`src/rtl/display_multiplexor.sv`:
```
// Time-multiplexed scan of N_DIGITOS common-anode 7-segment digits through one shared decoder.
// Each digit gets a blanking interval then a lit interval; digits are snapshotted once per frame.
module display_multiplexor #(
  parameter int N_DIGITOS      = 6,
  parameter int CICLOS_ON      = 1000,
  parameter int CICLOS_APAGADO = 50
) (
  input  logic                   clk,
  input  logic                   rst_n,
  input  logic                   habilitar,
  input  logic [4*N_DIGITOS-1:0] digitos_in,
  input  logic [N_DIGITOS-1:0]   puntos_in,
  output logic [3:0]             digito,
  output logic [N_DIGITOS-1:0]   anodos,
  output logic                   punto,
  output logic                   fin_barrido,
  output logic [1:0]             estado_dbg
);

  localparam int MAXC = (CICLOS_ON > CICLOS_APAGADO) ? CICLOS_ON : CICLOS_APAGADO;
  localparam int CW   = $clog2(MAXC + 1);
  localparam int IW   = (N_DIGITOS > 1) ? $clog2(N_DIGITOS) : 1;

  typedef enum logic [1:0] {
    INACTIVO  = 2'd0,
    APAGADO   = 2'd1,
    ENCENDIDO = 2'd2
  } estado_t;

  estado_t                estado, estado_sig;
  logic [IW-1:0]          indice, indice_sig;
  logic [CW-1:0]          cnt, cnt_sig;
  logic [4*N_DIGITOS-1:0] snap_d, snap_d_sig;
  logic [N_DIGITOS-1:0]   snap_p, snap_p_sig;
  logic [3:0]             digito_sig;
  logic [N_DIGITOS-1:0]   anodos_sig;
  logic                   punto_sig;
  logic                   fin_sig;

  assign estado_dbg = estado;

  always_comb begin
    estado_sig = estado;
    indice_sig = indice;
    cnt_sig    = cnt;
    snap_d_sig = snap_d;
    snap_p_sig = snap_p;
    fin_sig    = 1'b0;

    // Dropping the enable wins over every other transition, including end of frame.
    if (!habilitar) begin
      estado_sig = INACTIVO;
      indice_sig = '0;
      cnt_sig    = '0;
    end else begin
      case (estado)
        INACTIVO: begin
          estado_sig = APAGADO;
          indice_sig = '0;
          cnt_sig    = '0;
          snap_d_sig = digitos_in;
          snap_p_sig = puntos_in;
        end
        APAGADO: begin
          if (cnt == CW'(CICLOS_APAGADO - 1)) begin
            estado_sig = ENCENDIDO;
            cnt_sig    = '0;
          end else begin
            cnt_sig = cnt + CW'(1);
          end
        end
        ENCENDIDO: begin
          if (cnt == CW'(CICLOS_ON - 1)) begin
            estado_sig = APAGADO;
            cnt_sig    = '0;
            if (indice == IW'(N_DIGITOS - 1)) begin
              indice_sig = '0;
              snap_d_sig = digitos_in;
              snap_p_sig = puntos_in;
              fin_sig    = 1'b1;
            end else begin
              indice_sig = indice + IW'(1);
            end
          end else begin
            cnt_sig = cnt + CW'(1);
          end
        end
        default: begin
          estado_sig = INACTIVO;
          indice_sig = '0;
          cnt_sig    = '0;
        end
      endcase
    end

    // Outputs are decoded from the next state so they register in step with it.
    anodos_sig = '1;
    digito_sig = 4'd0;
    punto_sig  = 1'b0;
    case (estado_sig)
      APAGADO: begin
        digito_sig = snap_d_sig[{indice_sig, 2'b00} +: 4];
      end
      ENCENDIDO: begin
        anodos_sig[indice_sig] = 1'b0;
        digito_sig             = snap_d_sig[{indice_sig, 2'b00} +: 4];
        punto_sig              = snap_p_sig[indice_sig];
      end
      default: begin
        anodos_sig = '1;
      end
    endcase
  end

  always_ff @(posedge clk or negedge rst_n) begin
    if (!rst_n) begin
      estado      <= INACTIVO;
      indice      <= '0;
      cnt         <= '0;
      snap_d      <= '0;
      snap_p      <= '0;
      anodos      <= '1;
      digito      <= 4'd0;
      punto       <= 1'b0;
      fin_barrido <= 1'b0;
    end else begin
      estado      <= estado_sig;
      indice      <= indice_sig;
      cnt         <= cnt_sig;
      snap_d      <= snap_d_sig;
      snap_p      <= snap_p_sig;
      anodos      <= anodos_sig;
      digito      <= digito_sig;
      punto       <= punto_sig;
      fin_barrido <= fin_sig;
    end
  end

endmodule

```
`config.mk`:
```
export PLATFORM = sky130hd
export DESIGN_NAME = display_multiplexor
export DESIGN_NICKNAME = d
export VERILOG_FILES = /design/src/rtl/display_multiplexor.sv
export SDC_FILE = /design/constraint.sdc
export NUM_CORES = 1
export LEC_CHECK = 0
export BUFFER_PORTS_ARGS = -buffer_cell sky130_fd_sc_hd__buf_4
export CELL_PAD_IN_SITES_DETAIL_PLACEMENT = 1
export CELL_PAD_IN_SITES_GLOBAL_PLACEMENT = 2
export CORE_MARGIN = 3
export CORE_UTILIZATION = 39
export CTS_CLUSTER_DIAMETER = 50
export DETAILED_ROUTE_END_ITERATION = 10
export PLACE_DENSITY_LB_ADDON = 0.1
export SYNTH_ARGS = -nofsm -noshare
export SYNTH_HDL_FRONTEND = slang
export SYNTH_SLANG_ARGS = --single-unit
export TNS_END_PERCENT = 1
```
`constraint.sdc`:
```
create_clock -name clk -period 3.86 [get_ports clk]
set_input_delay 0.193 -clock clk [delete_from_list [all_inputs] [get_ports clk]]
set_output_delay 0.193 -clock clk [all_outputs]
set_load 0.005 [all_outputs]
```
==> impl_metrics.yaml, run 1 <==
die:
  start_util_pct: 40.7
  rows: 30
  die_height_um: 90.9
  core-area_um2: 6910
  dieWidth_um: 90.9
  num_io_pins: 47
  dieArea_um2: 8260
min_path:
  min_path_type: "input pin to flop"
  min_from: "digitos_in[12]"
drt:
  wl_met1_mm: 3.42
  drcViolationCount: 0
  drt_first_pass_iters: 4
  avgRoutedWirePerCell_um: 17.1
  routed.top_layer: "met4"
  drtAntennaViolNets: 0
  route.met2.wl_mm: 3.17
  num_vias: 2166
  avgViaCountPerCell: 5.35
  drt-total-wl_mm: 6.94
  drtIter0Drc: 112
  route.met3.wl_um: 271
clock_network:
  cts_buffer_depth: 2
  cts_resized: 0
  cts_made_buffers: 9
  cts-root-buf: "clkbuf_8"
  hold_buffers: 1
  post_cts_buffers: 0
  clk_pin_slew_worst_paths_ns: 0.06
  clkLatencyLatePin_ns: 0.34
  htreeDepth: 3
  clock_sinks: 57
  cts_tree: "done"
setup_path:
  startpoint_type: "flop"
  crit_end: "digito[0]$_DFF_PN0_"
  crit_chain: "inv_1 > ha_1 > and4b_1 > a41o_1 > and2_4 > a22o_1 > mux2i_1 > o221ai_1"
  worst_ep_arrival_time_ns: 3.14
  crit_buf_inv: 1
  critical_path_depth: 8
  r2r-start: "estado_dbg[0]$_DFF_PN0_"
  r2r_slack_ns: 0.96
  cp_max_fo: 21
  worstRegToRegCells: 8
  cp_top_family: "compound AO/OA/AOI/OAI gates"
  crit_start: "estado_dbg[0]$_DFF_PN0_"
  crit_type: "flop to flop"
  r2r-end: "digito[0]$_DFF_PN0_"
  slowest_delay_ns: 0.69
  worst_path_max_delay_cell: "a41o_1"
  crit_path_end_kind: "flop"
  critPathRequiredTime_ns: 4.10
timing:
  worst_pin_slew_ns: 0.775
  hold_ws_ns: 0.109
  tns_ns: 0
  final-setup-viol-count: 0
  rsz0062_at_grt: "false"
  min_period_over_period_pct: 75.0
  maxSlewViolCount: 0
  hold_viol: 0
  relSlewSlack_pct: 47.8
  fmax_mhz: 345
  fin_skew_ns: 0.0104
  min_period_ns: 2.90
power_and_ir_drop:
  pwr_density_cell_nw_per_um2: 394
  ir_drop_mv: 0.242
  p_leak_nw: 1.48
placement:
  io_buffers: 46
  hpwlAfterDp_mm: 4.81
  gp_congestion: 0.830
synthesis:
  synth_area_um2: 2810
  synth_nets: 301
  ys.flop_type: "dfrtp_1"
  synthCells: 261
  synth_top_cell_by_area: "dfrtp_1"
  ys_ff_latch: 57
  synth_edf_count: 0
  synthAdderAreaFrac_pct: 3.12
  synth_area_leaders: "dfrtp_1 45%, dfstp_2 5.6%, a22o_1 5.6%, nand2_1 3.3%, ha_1 3.1%"
  ys_types: 49
  synthMuxAreaShare_pct: 2.14
  async_flop_share_pct: 100
  ys_warn_count: 0
  synth_xor_area_share_pct: 2.49
  synth_top_family_by_area: "compound AO/OA/AOI/OAI gates"
  synth_compound_area_share_pct: 20.4
  seq_area_frac_synth_pct: 51.0
  yosysTopAreaCellShare_pct: 45.4
  syn_avg_cell_area_um2: 10.8
  yosys.area_share.simple_pct: 15.5
global_routing:
  grtUsageTotal_pct: 18.2
  grt_max_degree: 58
  grt_pass1_wl_mm: 11.8
  grt-ovfl-total: 0
  antenna_found_initial: 0
  grt_pass1_vias: 2247
final_layout:
  regArea_um2: 1430
  final_nets: 344
  syn_to_final_growth_pct: 20.2
  final_common_cell: "dfrtp_1"
  antenna_cells: 0
  final_cell_mix: "51 x dfrtp_1, 48 x buf_4, 25 x nand2_1"
  fill_cells: 788
  multi_input_area_um2: 1230
  final_layout_size_suffix_gt1_share_pct: 24.9
outcome:
  outcome: "finished, final reports clean"
flow_run:
  cap_violations: 0
[how the worst min path moves through the flow]
stage	end	slack (ns)	depth (start not counted)
3_3_place_gp	indice[1]$_DFF_PN0_	0.30	1
6_report	snap_d[12]$_DFF_PN0_	0.11	2
2_1_floorplan	cnt[0]$_DFF_PN0_	-0.10	0
5_1_grt	snap_p[4]$_DFF_PN0_	0.09	2
3_5_place_dp	indice[1]$_DFF_PN0_	0.30	1
4_1_cts	snap_d[14]$_DFF_PN0_	0.09	2
[area by class of cell]
class	count	area share, %
sequential	57	42.4
multi-input combinational	175	36.5
timing repair buffer	49	11.0
clock buffer	13	4.70
tap	96	3.55
inverter	12	1.33
clock inverter	3	0.518
[cell usage after synthesis, types with 5 or more instances]
master and instances:
a21oi_1 7, a22o_1 18, a32oi_1 7, and3_1 5
buf_2 6, dfrtp_1 51, dfstp_2 6, ha_1 7
inv_1 12, mux2i_1 6, nand2_1 25, nand3_1 9
nor2_1 20, nor2b_1 5, o2111ai_1 5, o211ai_1 11
xor2_1 6
[per-layer routing]
layer	track usage [%]	vias up
li1	-	1038
met1	25.2	1079
met2	27.4	42
met3	6.42	7
met4	4.27	0
met5	0	-
[state kept, by name, summed over array words and instances (netlist names), 2 cells and up]
name and count:
snap_d 24, snap_p 6, cnt 10, anodos 6, estado_dbg 2, indice 3
digito 4
[worst register-to-register path: stages, from the launching register on]
cell and delay, ns:
dfrtp_1 0.44, inv_1 0.13, ha_1 0.33, and4b_1 0.30, a41o_1 0.69, and2_4 0.38
a22o_1 0.19, mux2i_1 0.11, o221ai_1 0.23
[per-stage QoR]
step | utilization [%] | power, W | cell area [um^2] | cells | worst slack, ns
finish | 48.9 | 0.00133 | 3380 | 405 | 0.964
global placement | 46.3 | 0.000845 | 3190 | 388 | 1.03
CTS | 48.9 | 0.00135 | 3380 | 405 | 0.958
floorplan | - | 0.000775 | 2810 | 261 | 1.61
global route | 48.9 | 0.00141 | 3380 | 405 | 0.739
detailed placement | 46.3 | 0.000848 | 3190 | 388 | 0.988
[where the power goes]
| group | leakage, nW | internal [W] | switching [W] |
|---|---|---|---|
| registers | 0.719 | 0.000648 | 0.0000188 |
| clock network | 0.0894 | 0.000266 | 0.000227 |
| logic | 0.674 | 0.0000770 | 0.0000939 |
| total | 1.48 | 0.000991 | 0.000340 |
[kinds of logic (layout without fill, tap and decap cells)]
logic type | after synthesis | after routing
AND/OR/NAND/NOR | 86 | 86
AO/OA/AOI/OAI | 68 | 68
flip-flops | 57 | 57
buffers and inverters | 29 | 77
XOR/XNOR | 8 | 8
adder cells (fa/ha/maj) | 7 | 7
multiplexers | 6 | 6
(Power assumes the default switching activity.)
==> inputs of run 2 (changes only) <==
--- a/config.mk
+++ b/config.mk
@@ -9,7 +9,7 @@
 export CELL_PAD_IN_SITES_DETAIL_PLACEMENT = 1
 export CELL_PAD_IN_SITES_GLOBAL_PLACEMENT = 2
 export CORE_MARGIN = 3
-export CORE_UTILIZATION = 39
+export CORE_UTILIZATION = 32
 export CTS_CLUSTER_DIAMETER = 50
 export DETAILED_ROUTE_END_ITERATION = 10
 export PLACE_DENSITY_LB_ADDON = 0.1
==> constraint.sdc (replaced) <==
create_clock -name clk -period 2.6 [get_ports clk]
set_input_delay 0.13 -clock clk [delete_from_list [all_inputs] [get_ports clk]]
set_output_delay 0.13 -clock clk [all_outputs]
set_load 0.005 [all_outputs]
==> run 2 against run 1 <==
Net effect:
- flip-flop and latch count unchanged
- sequential power up 48%
- critical path depth up 3
- core utilization down 7.2 points
- worst setup slack worse by 0.73 ns
- total power up 58%
- clock skew up 0.00066 ns
- final cell count up 4.2%
- sequential share of layout area down 1.4 points
- register-to-register slack worse by 0.73 ns
==> impl_metrics.yaml, run 2 (same netlist as run 1, synthesis figures left out) <==
setup_path:
  crit_path_end_kind: "flop"
  r2r_slack_ns: 0.23
  worst_ep_arrival_time_ns: 2.61
  critPathRequiredTime_ns: 2.84
  crit_type: "flop to flop"
  startpoint_type: "flop"
  cp_max_fo: 5
final_layout:
  largest_reg_flops: 24
  design_area_um2: 3500
  final_layout_size_suffix_gt1_share_pct: 28.1
  final_cells: 422
  top_register: "snap_d"
  syn_to_final_growth_pct: 24.4
  fill_cells: 951
  final_cell_mix: "55 x buf_4, 51 x dfrtp_1, 25 x nand2_1"
  reg_top3: "snap_d: 24 flops, cnt: 10 flops"
  final_nets: 352
  final_common_cell: "buf_4"
  antenna_cells: 0
power_and_ir_drop:
  ir_drop_mv: 0.256
  p_total_w: 0.00211
  pwr_density_cell_nw_per_um2: 602
  p_leak_nw: 1.54
die:
  num_io_pins: 47
  start_util_pct: 33.5
  die_height_um: 99.7
  dieArea_um2: 9950
  dieWidth_um: 99.7
  rows: 33
  core-area_um2: 8380
timing:
  hold_viol: 0
  worst_pin_slew_ns: 0.735
  tns_ns: 0
  min_period_over_period_pct: 91.1
  maxSlewViolCount: 0
  relSlewSlack_pct: 51.0
  fmax_mhz: 422
  fin_skew_ns: 0.0111
  setup_ws_ns: 0.232
  min_period_ns: 2.37
  final-setup-viol-count: 0
  rsz0062_at_grt: "false"
outcome:
  outcome: "finished, final reports clean"
clock_network:
  post_cts_buffers: 0
  cts_tree: "done"
  clkLatencyLatePin_ns: 0.34
  clock_sinks: 57
  htreeDepth: 3
  cts_made_buffers: 9
  clk_pin_slew_worst_paths_ns: 0.07
  cts_buffer_depth: 2
  cts-root-buf: "clkbuf_8"
drt:
  avgRoutedWirePerCell_um: 17.2
  drtIter0Drc: 57
  num_vias: 2199
  drt-total-wl_mm: 7.28
  drt_first_pass_iters: 4
  avgViaCountPerCell: 5.21
  drcViolationCount: 0
  drtAntennaViolNets: 0
placement:
  place_inst: 405
  hpwlAfterDp_mm: 5.06
  gp_congestion: 0.809
  place_area_um2: 3280
  dp_slack_ns: 0.0320
  io_buffers: 46
global_routing:
  antenna_found_initial: 0
  grt_max_degree: 58
  grt_pass1_vias: 2324
  grt_pass1_wl_mm: 12.3
  grt-ovfl-total: 0
  grtUsageTotal_pct: 16.0
flow_run:
  cap_violations: 0
min_path:
  min_path_type: "input pin to flop"
-- run 2: critical path, cell delays in order (launching register included) --
cell and delay, ns:
dfrtp_1 0.39, inv_1 0.07, ha_1 0.13, nor4bb_1 0.27, nand4_1 0.19, a31oi_1 0.21
a21oi_1 0.06, o21ai_1 0.19, ha_1 0.29, inv_1 0.15, nand2_1 0.12, o221ai_1 0.21
-- run 2: area by class of cell --
cell class	instances	area, um^2	share of cell area, %
Tap cell	105	131	3.76
Sequential cell	57	1430	41.0
Inverter	12	45.0	1.29
Timing Repair Buffer	57	443	12.7
Clock inverter	6	66.3	1.90
Clock buffer	10	138	3.94
Multi-Input combinational cell	175	1240	35.5
-- run 2: routing by layer --
metal	up-vias	GRT usage, %	part of all wire [%]
li1	1057	-	-
met5	-	0	0
met1	1097	22.9	48
met3	7	2.81	3.5
met2	38	23.6	47
met4	0	7.04	1.4
-- run 2: final timing paths --
kind                       cells past startpoint               endpoint                 from
max in group asynchronous                      2   snap_d[18]$_DFF_PN0_                rst_n
hold reg to reg                                2    snap_p[5]$_DFF_PN0_  snap_p[5]$_DFF_PN0_
min in group asynchronous                      2  fin_barrido$_DFF_PN0_                rst_n
hold / removal                                 2   snap_d[10]$_DFF_PN0_       digitos_in[10]
setup / recovery                              11    digito[0]$_DFF_PN0_     cnt[1]$_DFF_PN0_
setup reg to reg                              11    digito[0]$_DFF_PN0_     cnt[1]$_DFF_PN0_
-- run 2: repair_timing --
item	4_1_cts	5_1_grt
hold endpoints to repair	51	0
setup endpoints to repair	0	4
gates resized for setup	0	4
hold buffers	1	0
-- run 2: metrics by stage --
step                      hold WS (ns)  utilization (%)
after floorplan                 -0.166                -
after global placement           0.253             39.1
after detailed placement         0.252             39.1
after CTS                       0.0225             41.7
after global routing            0.0371             41.7
final                           0.0418             41.7
-- run 2: where the power goes --
group / total, W / internal, W / switching, W
combinational: 0.000267 / 0.000123 / 0.000145
sequential: 0.000987 / 0.000961 / 0.0000257
clock: 0.000852 / 0.000470 / 0.000383
